### src/rtl/seg7_pkg.sv
// Shared constants for the seven-segment scanner: hex segment table,
// polarity helpers for idle anode/segment levels, decoder port widths.
package seg7_pkg;

   localparam int NIBBLE_W   = 4;
   localparam int SEG_W      = 7;
   localparam int MAX_DIGITS = 8;

   // Active-high {g,f,e,d,c,b,a} patterns for hex digits 0..F
   localparam logic [SEG_W-1:0] SEG_TABLE [16] = '{
      7'b0111111, 7'b0000110, 7'b1011011, 7'b1001111,
      7'b1100110, 7'b1101101, 7'b1111101, 7'b0000111,
      7'b1111111, 7'b1101111, 7'b1110111, 7'b1111100,
      7'b0111001, 7'b1011110, 7'b1111001, 7'b1110001
   };

   function automatic logic [SEG_W-1:0] SEG_OFF(input bit active_low);
      return {SEG_W{active_low}};
   endfunction

   function automatic logic [MAX_DIGITS-1:0] AN_OFF(input bit active_low);
      return {MAX_DIGITS{active_low}};
   endfunction

endpackage

### src/rtl/seg7_decode.sv
// Combinational hex nibble to active-high seven-segment pattern.
module seg7_decode
   import seg7_pkg::*;
(
   input  logic [NIBBLE_W-1:0] nibble,
   output logic [SEG_W-1:0]    seg
);

   assign seg = SEG_TABLE[nibble];

endmodule

### src/rtl/seg7_scanner.sv
// Multiplexed seven-segment driver: synchronised scan ticks step a digit
// index; a shadow/display register pair swaps only at frame wrap.
module seg7_scanner
   import seg7_pkg::*;
#(
   parameter int NUM_DIGITS = 4,
   parameter bit ACTIVE_LOW = 1'b1
) (
   input  logic                    in_clk,
   input  logic                    reset,
   input  logic                    scan_clk,
   input  logic [4*NUM_DIGITS-1:0] value,
   input  logic                    load,
   input  logic [NUM_DIGITS-1:0]   dp_mask,
   input  logic                    blank_lz,
   output logic [NUM_DIGITS-1:0]   an,
   output logic [SEG_W-1:0]        seg,
   output logic                    dp
);

   localparam int IW = (NUM_DIGITS > 1) ? $clog2(NUM_DIGITS) : 1;
   localparam logic [MAX_DIGITS-1:0] AN_OFF_ALL = AN_OFF(ACTIVE_LOW);
   localparam logic [NUM_DIGITS-1:0] AN_IDLE    = AN_OFF_ALL[NUM_DIGITS-1:0];
   localparam logic [SEG_W-1:0]      SEG_IDLE   = SEG_OFF(ACTIVE_LOW);
   localparam logic [IW-1:0]         IDX_LAST   = IW'(NUM_DIGITS - 1);

   logic s1, s2, s3;
   logic tick, wrap;
   logic [IW-1:0] idx;
   logic active;

   logic [NUM_DIGITS-1:0][NIBBLE_W-1:0] shadow_val, disp_val;
   logic [NUM_DIGITS-1:0] shadow_dp, disp_dp;
   logic shadow_blz, disp_blz;

   assign tick = s2 & ~s3;
   assign wrap = tick && (idx == IDX_LAST);

   always_ff @(posedge in_clk) begin
      if (reset) begin
         s1         <= 1'b0;
         s2         <= 1'b0;
         s3         <= 1'b0;
         idx        <= IDX_LAST;
         active     <= 1'b0;
         shadow_val <= '0;
         shadow_dp  <= '0;
         shadow_blz <= 1'b0;
         disp_val   <= '0;
         disp_dp    <= '0;
         disp_blz   <= 1'b0;
      end else begin
         s1 <= scan_clk;
         s2 <= s1;
         s3 <= s2;
         if (load) begin
            shadow_val <= value;
            shadow_dp  <= dp_mask;
            shadow_blz <= blank_lz;
         end
         // The display takes the pre-load shadow when load and wrap coincide
         if (tick) begin
            active <= 1'b1;
            if (wrap) begin
               idx      <= '0;
               disp_val <= shadow_val;
               disp_dp  <= shadow_dp;
               disp_blz <= shadow_blz;
            end else begin
               idx <= idx + IW'(1);
            end
         end
      end
   end

   // zero_above[i]: nibbles NUM_DIGITS-1 down to i are all zero
   logic [NUM_DIGITS:0] zero_above;
   assign zero_above[NUM_DIGITS] = 1'b1;
   for (genvar i = 0; i < NUM_DIGITS; i++) begin : g_lz
      assign zero_above[i] = zero_above[i+1] & ~|disp_val[i];
   end

   logic [NIBBLE_W-1:0]   nibble;
   logic [SEG_W-1:0]      dec_seg;
   logic                  blank;
   logic [NUM_DIGITS-1:0] onehot;

   assign nibble = disp_val[idx];
   assign blank  = disp_blz && (idx != '0) && zero_above[idx];
   assign onehot = NUM_DIGITS'(1) << idx;

   seg7_decode u_decode (
      .nibble (nibble),
      .seg    (dec_seg)
   );

   always_ff @(posedge in_clk) begin
      if (reset) begin
         an  <= AN_IDLE;
         seg <= SEG_IDLE;
         dp  <= ACTIVE_LOW;
      end else if (active) begin
         an  <= onehot ^ AN_IDLE;
         seg <= (blank ? '0 : dec_seg) ^ SEG_IDLE;
         dp  <= (blank ? 1'b0 : disp_dp[idx]) ^ ACTIVE_LOW;
      end
   end

endmodule

### config.mk
export PLATFORM = sky130hd
export DESIGN_NAME = seg7_scanner
export DESIGN_NICKNAME = d
export VERILOG_FILES = /design/src/rtl/seg7_pkg.sv /design/src/rtl/seg7_decode.sv /design/src/rtl/seg7_scanner.sv
export SDC_FILE = /design/constraint.sdc
export NUM_CORES = 1
export LEC_CHECK = 0
export ABC_AREA = 1
export BUFFER_PORTS_ARGS = -buffer_cell sky130_fd_sc_hd__buf_2
export CORE_MARGIN = 5
export CORE_UTILIZATION = 56
export CTS_CLUSTER_SIZE = 8
export DETAILED_ROUTE_END_ITERATION = 12
export PLACE_DENSITY = 0.78
export REMOVE_ABC_BUFFERS = 1
export SETUP_SLACK_MARGIN = 0.02
export SYNTH_ARGS = -nofsm -noshare
export SYNTH_HDL_FRONTEND = slang
export SYNTH_SLANG_ARGS = --single-unit
### constraint.sdc
create_clock -name in_clk -period 2.3 [get_ports in_clk]
set_clock_uncertainty 0.1 [all_clocks]
set_input_delay 0.575 -clock in_clk [delete_from_list [all_inputs] [get_ports in_clk]]
set_output_delay 0.575 -clock in_clk [all_outputs]
set_load 0.02 [all_outputs]
* Yosys cells after proc, flatten, opt, wreduce, memory -nomap -nowiden
Memories as Yosys holds them, arrays and structs flattened.
Index checks and enable logic that the tools add are counted.
** Storage, ports and cells
- ROM bits :: 112
- Bits of input ports :: 25
- Bits in registers :: 60
- Memories :: 1
- Output and inout port bits :: 12
** Cells by class
- Reduce and logical (&&, ||, !) cells :: 13
- $add $sub $neg :: 1
- Bitwise gates (word level) :: 9
- Equal/unequal tests :: 1
- Mux-type cells :: 11
- Magnitude comparators :: 3
- Shift-type cells :: 1
** Memories
- (no name shown) :: words 16, width 7, read ports 1, clocked after memory_dff 0, wr ports 0, RTL line seg7_decode.sv:9 : assign seg = SEG_TABLE[nibble];
** Operators by type and width (count)
- 7-bit two-way mux :: 3
- 4-bit OR reduction :: 4
- 4-bit binary-select mux with 2-bit select :: 1
- 7-bit NOT :: 1
- 5-bit greater-or-equal comparator (second input constant) :: 1
- 4-bit NOT with 5-bit output :: 1
- 1-bit bitwise AND :: 4
- 1-bit binary-select mux with 2-bit select :: 2
- 1-bit zero test :: 4
- 2-bit by 4-bit < comparator with 1-bit output (second input constant) :: 1
- 4-bit two-way mux :: 1
- 4-bit NOT :: 1
- 1-bit by 2-bit << shifter with 4-bit output (first input constant) :: 1
- 1-bit logical AND :: 3
- 2-bit by 3-bit < comparator with 1-bit output (second input constant) :: 1
- 1-bit two-way mux :: 3
- 2-bit by 1-bit adder with 2-bit output (second input constant) :: 1
- 2-bit == test (second input constant) :: 1
- 2-bit two-way mux :: 1
- 1-bit NOT :: 2
- 2-bit AND reduction :: 1
- 2-bit nonzero test :: 1

* Logic depth before layout (Yosys ltp)
- Depth after elaboration :: 10
- Gate-level depth with buffers :: 13
- Mapped depth without buffers :: 12

* Modules after synthesis
From an unflattened synthesis, not the netlist that was laid out.
** Unflattened totals
- Cell total of the unflattened synthesis :: 367
- Area total of the unflattened synthesis :: 2686.3 um^2
** Modules (own cells, without submodules)
- seg7_scanner :: times used 1, cells each 315, sequential area each 1201.2 um^2, area each 2416.1 um^2
- seg7_decode :: times used 1, cells each 52, sequential area each 0.0 um^2, area each 270.3 um^2

* Worst setup path after synthesis
No wires, ideal clock.
- Path kind :: register to register
- Start point :: register idx[0]
- End point :: register seg[0]
- Slack :: 0.549 ns
- Arrival :: 1.534 ns
- Setup time :: 0.117 ns
- Data required time :: 2.083 ns
- Cell stages (with the launch flop) :: 14
- Period minus slack after synthesis :: 1.751 ns
- Path buffers :: 1
- Path through :: dfxtp_1 -> inv_2 -> buf_6 -> nand2_1 -> nand3_1 -> nand2_2 -> inv_1 -> ha_1 -> inv_1 -> nand2_1 -> nand3_1 -> nand2_1 -> o21bai_1 -> nand2_1
** Between the ends
- Cells in the longest elaborated chain, start to end :: 8
- Elaborated cells between the ends (all ways) :: 13
- Classes of those cells :: mux (7); bitwise (2); reduce/logical (3); memory (1)
** Ends and longest elaborated chain
- start, declared :: RTL line seg7_scanner.sv:29 : logic [IW-1:0] idx;
- start signal, assigned :: RTL line seg7_scanner.sv:70 : idx <= idx + IW'(1);
- 4-bit binary-select mux with 2-bit select :: RTL line seg7_scanner.sv:88 : assign nibble = disp_val[idx];
- 4-bit two-way mux (not written as such) :: RTL line seg7_scanner.sv:88
- 4-bit NOT with 5-bit output (not written as such) :: RTL line seg7_decode.sv:9
- memory read 16 x 7 bit
- 7-bit two-way mux (not written as such) (2 in a row) :: RTL line seg7_decode.sv:9
- 7-bit two-way mux (*) :: RTL line seg7_scanner.sv:104 : seg <= (blank ? '0 : dec_seg) ^ SEG_IDLE;
- 7-bit NOT (no line) (*)
- end signal, assigned :: RTL line seg7_scanner.sv:104
- end, declared :: RTL line seg7_scanner.sv:17 : output logic [SEG_W-1:0] seg,
Mark *: on every way between the ends. The rest lies on a longest branch, timed or not. The select of a mux whose other input is x is not followed.
A chain may end at the register's enable or synchronous reset.

* Worst setup path in the final report
Same ends and word-level chain as after synthesis.

==> results.py <==
metrics = {
    "sta": {
        "final_min_period_over_clock_period_pct": 84.9,
        "tns_ns": 0,
        "period_minus_slack_ns": 1.95,
        "holdWs_ns": 0.331,
        "worst_pin_slew_ns": 0.613,
        "rsz0062_at_grt": "false",
        "drv_slew": 0,
        "setup_viol": 0,
        "timing.fmax_mhz": 512,
        "hold_violations": 0,
        "slew_headroom_pct": 59.1,
    },
    "power": {
        "ir_drop_mv": 0.651,
        "pwr-share-seq_pct": 44.6,
        "combPwrFrac_pct": 11.3,
        "p_leak_nw": 1.38,
        "p_int_mw": 1.92,
        "p_clk_share_pct": 44.1,
        "swShare_pct": 24.1,
        "p_sw_mw": 0.608,
        "p_per_area_nw_per_um2": 820,
        "finalPower_mw": 2.52,
    },
    "outcome": {
        "status": "completed",
    },
    "critical_path": {
        "cp-start-kind": "flip-flop",
        "worstSetupEndpointType": "flip-flop",
        "path_max_fanout": 15,
        "cp.required_ns": 2.43,
        "criticalPathCategory": "reg -> reg",
        "arrival_ns": 2.08,
        "ff2ff_setup_slack_ns": 0.35,
    },
    "final_layout": {
        "diodes": 0,
        "area_growth_pct": 16.4,
        "nets": 435,
        "drive_above_1_share_pct": 17.0,
        "final_area_um2": 3080,
    },
    "floorplanning": {
        "die_x_um": 78.7,
        "die_y_um": 78.7,
        "core_area_um2": 4660,
        "pin_count": 37,
        "die_area_um2": 6200,
        "start_util_pct": 56.8,
        "rows": 25,
    },
    "grt": {
        "antenna_found_initial": 0,
        "grt_pass1_wl_um": 9640,
        "grt_max_degree": 35,
        "track_usage_pct": 19.6,
        "grt-ovfl-total": 0,
        "grt_pass1_vias": 2219,
    },
    "placed_design": {
        "place.port_buffers": 36,
        "place_area_um2": 2850,
        "dp_hpwl_um": 3780,
        "gp_congestion": 0.972,
    },
    "drt": {
        "dr_total_vias": 2352,
        "drt_iter0_drc": 154,
        "wirelength_um": 5430,
        "via_per_inst": 5.12,
        "drt_pass1_iterations": 4,
        "postRouteAntennaNets": 0,
        "drt-wirelength-per-cell_um": 11.8,
        "drc": 0,
    },
    "flow_run": {
        "max_cap_violations": 0,
    },
    "logic_synthesis": {
        "yosys.area.top_type_share_pct": 45.4,
        "yosys_warnings": 0,
        "synth-edff-count": 0,
        "synthArstFlopShare_pct": 0,
        "ys.flop_type": "dfxtp_1",
        "netlist_area_um2": 2650,
        "ys_ff_latch": 60,
        "yosysMostFrequentCell": "nand2_1",
        "synth_cells": 367,
        "synth.yosys.seq_area_share_pct": 45.4,
        "yosysUniqueCellTypes": 23,
        "avgSynthCellArea_um2": 7.21,
        "synth_top_area_cell": "dfxtp_1",
        "netlist_top_cells_count": "72 x nand2_1, 60 x dfxtp_1, 56 x nor2_1",
        "ys_top_cells_by_area": "dfxtp_1 45%, nand2_1 10%, nor2_1 7.9%",
    },
    "cts": {
        "htree_num_levels": 3,
        "cts_setup_buffers": 0,
        "clkLatencyLatePin_ns": 0.34,
        "cts_buffers": 9,
        "clk_path_buf_depth": 2,
        "cts_sinks": 60,
        "cts_resized": 0,
        "cts.clk_slew.worst_paths_ns": 0.07,
        "cts_hold_buf": 0,
        "cts_tree": "done",
        "root_buffer": "clkbuf_8",
    },
    "min_path": {
        "hp-class": "reg -> reg",
    },
}
==> stage by stage <==
step                cells  setup slack [ns]  util (%)
floorplan             347             0.338         -
global placement      443             0.421      61.1
detailed placement    443             0.361      61.1
CTS                   459             0.355      66.1
global route          459             0.136      66.1
finish                459             0.346      66.1
==> final cells by class <==
cell class	instances	area [um^2]
inverters	24	90.1
clock buffers	11	131
well taps	54	67.6
multi-input cells	263	1260
repair buffers	42	225
fillers	433	1580
clock inverters	5	100
flip-flops and latches	60	1200
==> layer usage <==
layer / up-vias / part of all wire, % / GRT usage [%]
met5: - / 0 / 0
met4: 0 / 2.2 / 9.97
met3: 10 / 3.7 / 3.74
met2: 37 / 46 / 32.7
met1: 1044 / 48 / 23.9
li1: 1261 / - / -
==> cells in the final DEF (no fill, tap or decap) <==
master      n
buf_2      36
clkbuf_8    9
nand3_2     1
nand2_1    72
buf_4       6
nand3_1    35
ha_1       10
nand2_2     6
o211ai_1    1
clkinv_2    2
o21ai_2     1
nand2_4     1
o21ai_0    40
a31oi_1     1
inv_1      21
dfxtp_1    60
bufinv_16   3
nor2_2      1
nor2_1     56
o21ai_1     1
clkbuf_1    2
inv_2       3
a21oi_1    35
o21bai_1    2
==> kinds of logic (layout without fill, tap and decap cells) <==
family / Yosys count / after routing / share of synthesized area, %
and+or+nand+nor: 172 / 172 / 27.2
AOI/OAI and AO/OA: 81 / 81 / 15.8
buffers and inverters: 44 / 82 / 6.86
DFF: 60 / 60 / 45.4
adders and majority gates: 10 / 10 / 4.73
==> worst max-delay path: stages, from the launching register on <==
cell      delay, ns
dfxtp_1        0.49
inv_2          0.19
nand2_1        0.09
nand3_1        0.08
nand2_2        0.14
inv_1          0.09
ha_1           0.22
inv_1          0.07
nand2_1        0.07
nand3_1        0.08
nand2_1        0.05
o21bai_1       0.12
nand2_1        0.06
==> registers in the layout (all words and copies together), names as in the netlist <==
name / count
an: 4
disp_val: 16
disp_blz: 1
shadow_blz: 1
s1: 1
shadow_dp: 4
s2: 1
shadow_val: 16
dp: 1
disp_dp: 4
active: 1
s3: 1
seg: 7
idx: 2
==> path summary, 6_finish.rpt <==
| check | start | end | cells after the start |
|---|---|---|---|
| worst min register to register | s1$_SDFF_PP0_ | s2$_SDFF_PP0_ | 2 |
| worst min-delay path | s1$_SDFF_PP0_ | s2$_SDFF_PP0_ | 2 |
| worst max-delay path | idx[0]$_SDFFE_PP1P_ | seg[0]$_SDFFE_PP1P_ | 12 |
| worst max register to register | idx[0]$_SDFFE_PP1P_ | seg[0]$_SDFFE_PP1P_ | 12 |
==> power by group through the flow <==
| stage | clock network (mW) | registers [mW] | logic, mW |
|---|---|---|---|
| 6_report | 1.11 | 1.13 | 0.285 |
| 3_3_place_gp | 0 | 1.15 | 0.278 |
| 2_1_floorplan | 0 | 1.16 | 0.175 |
| 5_1_grt | 1.19 | 1.13 | 0.328 |
| 4_1_cts | 1.13 | 1.13 | 0.286 |
| 3_5_place_dp | 0 | 1.15 | 0.284 |
Note: power is estimated with default switching activity, not from simulation.
